==> src/rtl/instr_fetch_unit.sv <==
// instr_fetch_unit: PC owner and imem fetch front end with single-outstanding req/rvalid handshake
// Optional feature macro: MISALIGN_CHECK_EN (misaligned next PC traps into FAULT instead of being aligned)
// Ports:
//   clk, rst_n                   clock, asynchronous active-low reset
//   imem_req/imem_addr           fetch request and address, held until imem_rvalid
//   imem_rvalid/imem_rdata       fetch response
//   instr_valid/instr_ready      instruction handshake towards decode
//   instr/pc_out/pc_plus4        fetched word, its PC and the link value
//   br_taken/jal/jalr            redirect controls, sampled at handshake
//   imm_val/rs1_val              immediate and JALR base operand
//   fetch_fault                  misaligned target trap indicator
module instr_fetch_unit #(
    parameter int PC_W = 32,
    parameter logic [PC_W-1:0] RESET_PC = '0
) (
    input  logic            clk,
    input  logic            rst_n,
    output logic            imem_req,
    output logic [PC_W-1:0] imem_addr,
    input  logic            imem_rvalid,
    input  logic [PC_W-1:0] imem_rdata,
    output logic            instr_valid,
    input  logic            instr_ready,
    output logic [PC_W-1:0] instr,
    output logic [PC_W-1:0] pc_out,
    input  logic            br_taken,
    input  logic            jal,
    input  logic            jalr,
    input  logic [PC_W-1:0] imm_val,
    input  logic [PC_W-1:0] rs1_val,
    output logic [PC_W-1:0] pc_plus4,
    output logic            fetch_fault
);
    typedef enum logic [1:0] {
`ifdef MISALIGN_CHECK_EN
        FAULT,
`endif
        IDLE,
        REQ,
        VALID
    } state_t;

    state_t          state_q, state_d;
    logic [PC_W-1:0] pc_fetch_q, pc_fetch_d;
    logic [PC_W-1:0] instr_q, instr_d;
    logic [PC_W-1:0] pc_out_q, pc_out_d;
    logic [PC_W-1:0] tgt;

    assign imem_req    = state_q == REQ;
    assign imem_addr   = pc_fetch_q;
    assign instr_valid = state_q == VALID;
    assign instr       = instr_q;
    assign pc_out      = pc_out_q;
    assign pc_plus4    = pc_out_q + PC_W'(4);
`ifdef MISALIGN_CHECK_EN
    assign fetch_fault = state_q == FAULT;
`else
    assign fetch_fault = 1'b0;
`endif

    // jalr > jal/br_taken > sequential
    assign tgt = jalr ? ((rs1_val + imm_val) & ~PC_W'(1)) :
                 (jal | br_taken) ? pc_out_q + imm_val : pc_out_q + PC_W'(4);

    always_comb begin
        state_d    = state_q;
        pc_fetch_d = pc_fetch_q;
        instr_d    = instr_q;
        pc_out_d   = pc_out_q;
        case (state_q)
            IDLE: state_d = REQ;
            REQ: begin
                if (imem_rvalid) begin
                    instr_d  = imem_rdata;
                    pc_out_d = pc_fetch_q;
                    state_d  = VALID;
                end
            end
            VALID: begin
                if (instr_ready) begin
`ifdef MISALIGN_CHECK_EN
                    pc_fetch_d = tgt;
                    state_d    = |tgt[1:0] ? FAULT : REQ;
`else
                    pc_fetch_d = {tgt[PC_W-1:2], 2'b00};
                    state_d    = REQ;
`endif
                end
            end
            default: state_d = state_q;
        endcase
    end

    always_ff @(posedge clk or negedge rst_n) begin
        if (!rst_n) begin
            state_q    <= IDLE;
            pc_fetch_q <= RESET_PC;
            instr_q    <= PC_W'(32'h0000_0013);
            pc_out_q   <= RESET_PC;
        end else begin
            state_q    <= state_d;
            pc_fetch_q <= pc_fetch_d;
            instr_q    <= instr_d;
            pc_out_q   <= pc_out_d;
        end
    end
endmodule
==> config.mk <==
export PLATFORM = sky130hd
export DESIGN_NAME = instr_fetch_unit
export DESIGN_NICKNAME = d
export VERILOG_FILES = /design/src/rtl/instr_fetch_unit.sv
export SDC_FILE = /design/constraint.sdc
export NUM_CORES = 1
export LEC_CHECK = 0
export ABC_AREA = 1
export BUFFER_PORTS_ARGS = -buffer_cell sky130_fd_sc_hd__buf_4
export CELL_PAD_IN_SITES_DETAIL_PLACEMENT = 1
export CELL_PAD_IN_SITES_GLOBAL_PLACEMENT = 1
export CORE_MARGIN = 2
export CORE_UTILIZATION = 33
export CTS_BUF_LIST = sky130_fd_sc_hd__clkbuf_16
export DETAILED_ROUTE_END_ITERATION = 7
export GPL_ROUTABILITY_DRIVEN = 0
export PLACE_DENSITY = 0.73
export RECOVER_POWER = 100
export SETUP_SLACK_MARGIN = 0.05
export SYNTH_ARGS = -nofsm -noshare
export SYNTH_HDL_FRONTEND = slang
export SYNTH_SLANG_ARGS = --single-unit
==> constraint.sdc <==
create_clock -name clk -period 2.02 [get_ports clk]
set_input_delay 0.505 -clock clk [delete_from_list [all_inputs] [get_ports clk]]
set_output_delay 0.505 -clock clk [all_outputs]
set_load 0.01 [all_outputs]
==> reports/metrics.cfg <==
[outcome]
run_status=finished with violations
violated_checks=DRC, setup timing

[final_layout]
multi_input_area_um2=7540
ff_latch_area_um2=2370
flow.area_growth_from_synthesis_pct=76.1
final_layout_size_suffix_gt1_share_pct=46.5
layout.cells.most_common_list=sky130_fd_sc_hd__buf_4, sky130_fd_sc_hd__nand2_1, sky130_fd_sc_hd__inv_1
n_fill_cell=3284
design.final.nets=2049
layoutNonFillerInstCount=2226
layout_commonest_cell=sky130_fd_sc_hd__buf_4

[sta]
rsz0062_at_grt=true
slew_headroom_pct=26.7
final_max_slew_viols=0
report.final.hold_viol_count=0
timing.final.crit_share_pct=142
fin_crit_ns=2.86
setup_skew_after_layout_ns=0.0276
fmax_mhz=350
report.final.setup_viol=55
worst-slew-pin-transition_ns=1.10
post-route-worst-setup-slack_ns=-0.838

[clock_tree]
cts_tree=done
maximum_root_to_sink_buffer_count=2
numCtsBuffers=9
cts.htree.levels=3
cts_num_sinks=94
clock_tree.root_cell=sky130_fd_sc_hd__clkbuf_16
clock_insertion_delay_worst_skew_ns=0.39
clkTransAtPathRegs_ns=0.11

[detailed_routing]
first_iter_violations=1240
routed_wirelength_um=60300
vias_per_cell=5.89
drtPass1Iterations=7
routed-via-count=13116
drc=4
routedWlPerCell_um=27.1
antenna_left=0

[grt]
grt_overflow=0
grtUsageTotal_pct=35.3
grt_first_pass_wirelength_um=75900
gr-usage-met2_pct=61.0
grt_antenna_before_repair=2
grt_start_max_net_pins=54
globalRouteMet3Util_pct=8.01
grt_use_met1_pct=42.7
global_route.peak_usage_layer=met2
via_count_of_the_first_global_routing_pass=13088

[yosys]
ys_top_cells_by_area=sky130_fd_sc_hd__dfrtp_1, sky130_fd_sc_hd__nand2_1, sky130_fd_sc_hd__ha_1
synthesis.yosys.warnings=0
synth.cell_area_um2=8820
synth_simple_gate_area_share_pct=34.7
synth_seq_area_share_pct=26.7
post_synth_mux_area_share_pct=4.98
yosys.area_share.xor_xnor_pct=4.64
dominant_combinational_cell_family_by_area_after_synthesis=simple AND/OR/NAND/NOR gates
ys_seq_elements=94
synth_adder_area_share_pct=8.74
area_share_of_the_leading_cell_type_in_the_synthesized_netlist_pct=25.8
synth_cell_types=49
synth_largest_area_cell=sky130_fd_sc_hd__dfrtp_1
post_synth.cell_area_avg_um2=6.61
post_synth_inst_count=1334
synth-compound-area-share_pct=11.6

[min_path]
worstHoldPathCells=2
startpoint_of_the_lowest_slack_hold_path=imem_rdata[29]
min_delay_worst_endpoint=instr[29]$_DFFE_PN0P_
hold_class=in2reg

[floorplan]
design.die.area_um2=28000
initial_utilization_pct=33.7
num_rows=59
chipWidth_um=167
io-pin-count=234
die_height_um=167
core_area_um2=26100

[pwr]
swShare_pct=52.0
power.static_leakage_nw=8.03
power_density_nw_per_um2=1540
worst_ir_drop_vdd_mv=0.708
pwr-share-seq_pct=16.6
switching_power_mw=12.4
intPower_mw=11.4
comb_power_share_pct=75.3
clock_power_share_pct=8.1

[critical_path]
regToRegEndpoint=imem_addr[10]$_DFFE_PN0P_
cp_data_required_time_ns=1.51
worst-setup-path-type=reg2out
cp-end-kind=output port
crit_arrival_ns=2.35
max_fanout_on_critical_path=2
worst_setup_path_start_kind=flip-flop
crit-reg2reg-launch=pc_out[9]$_DFFE_PN0P_
ff2ff_path_depth=12
worst-r2r-setup-slack_ns=-0.66

[placement]
place_inst=2131
port-buffer-count=226
detailed_place_hpwl_um=36000
pre_cts_worst_setup_slack_ns=-0.483

[run]
max_cap_viol_count=0

cell usage after synthesis (all sizes together):
master  count
a21oi      92
nand4      12
a21o        7
nor2      126
buf        14
o211ai      5
or2         3
nand3b      9
clkbuf     18
o21ai      67
xor2       31
o211a       1
nor3       20
o22ai       3
conb        1
xnor2      14
dfstp       3
a22oi       2
nand2     413
and3        1
fa          1
clkinv      2
dfrtp      91
o21bai      7
mux2       39
nand3     124
o21a        3
nor4        3
a21boi      1
inv       160
ha         60
nand2b      1
worst max-delay path, cell delays in order, from the launching register on:
cell and delay (ns):
sky130_fd_sc_hd__dfrtp_1 0.43, sky130_fd_sc_hd__buf_6 0.13, sky130_fd_sc_hd__nand2_1 0.05, sky130_fd_sc_hd__nor2_1 0.28, sky130_fd_sc_hd__nand2_1 0.18, sky130_fd_sc_hd__inv_1 0.15
sky130_fd_sc_hd__nand4_1 0.10, sky130_fd_sc_hd__buf_4 0.18, sky130_fd_sc_hd__or2_1 0.26, sky130_fd_sc_hd__nand2_1 0.08, sky130_fd_sc_hd__buf_4 0.12
cell families (layout without fill, tap and decap cells):
kind of cell,count (synthesis),count (layout)
adder cells (fa/ha/maj),61,61
buffers and inverters,194,744
XOR/XNOR,45,45
AO/OA/AOI/OAI,188,188
AND/OR/NAND/NOR,712,712
multiplexers,39,39
flip-flops,94,94
other,1,8
routing by layer:
layer / wire length [um] / vias up / part of all wire (%)
li1: - / 5435 / -
met1: 21900 / 6337 / 36
met2: 27200 / 926 / 45
met3: 6280 / 418 / 10
met4: 5010 / 0 / 8.3
met5: 0 / - / 0
how the worst max path moves through the flow:
stage,from,to,depth (start not counted)
floorplan,imm_val[2],imem_addr[22]$_DFFE_PN0P_,16
global placement,imm_val[22],imem_addr[27]$_DFFE_PN0P_,13
detailed placement,imm_val[8],imem_addr[23]$_DFFE_PN0P_,12
CTS,pc_out[2]$_DFFE_PN0P_,pc_plus4[16],10
global route,pc_out[15]$_DFFE_PN0P_,pc_plus4[23],8
finish,pc_out[13]$_DFFE_PN0P_,pc_plus4[26],10
cell type report:
type                            count  share of cell area (%)
Multi-Input combinational cell   1052                    48.6
Timing Repair Buffer              566                    27.5
Sequential cell                    94                    15.3
Inverter                          162                    4.01
Tap cell                          335                    2.70
Clock buffer                        9                    1.45
Clock inverter                      7                   0.435
Antenna cell                        1                  0.0161
power groups by stage:
stage	Clock [mW]	Sequential [mW]	Combinational, mW
finish	1.93	3.96	17.9
global route	1.95	4.02	18.5
CTS	1.83	3.81	14.9
detailed placement	0	3.92	12.4
global placement	0	3.87	12.0
floorplan	0	4.08	5.21
stage by stage:
stage / setup TNS [ns] / power [mW] / instance area (um^2) / hold slack, ns / utilization (%)
final: -27.19 / 23.8 / 15500 / 0.352 / 59.4
after global routing: -29.28 / 24.5 / 15500 / 0.357 / 59.4
after CTS: -15.34 / 20.5 / 14700 / 0.353 / 56.4
after detailed placement: -13.04 / 16.3 / 13000 / 0.320 / 49.7
after global placement: -10.81 / 15.9 / 13000 / 0.320 / 49.7
after floorplan: 0 / 9.29 / 8900 / 0.209 / -
registers in the layout (all words and copies together) (netlist names):
name and flops:
imem_addr 30, state_q 2, instr 32, pc_out 30
repair_timing:
action | 4_1_cts | 5_1_grt
setup endpoints to repair | 52 | 58
resized for setup | 257 | 216
setup buffers | 50 | 39
endpoints found under the hold margin | 2 | 0
pin swaps | 81 | 129
hold buffers | 1 | 0
Note: power is estimated with default switching activity, not from simulation.
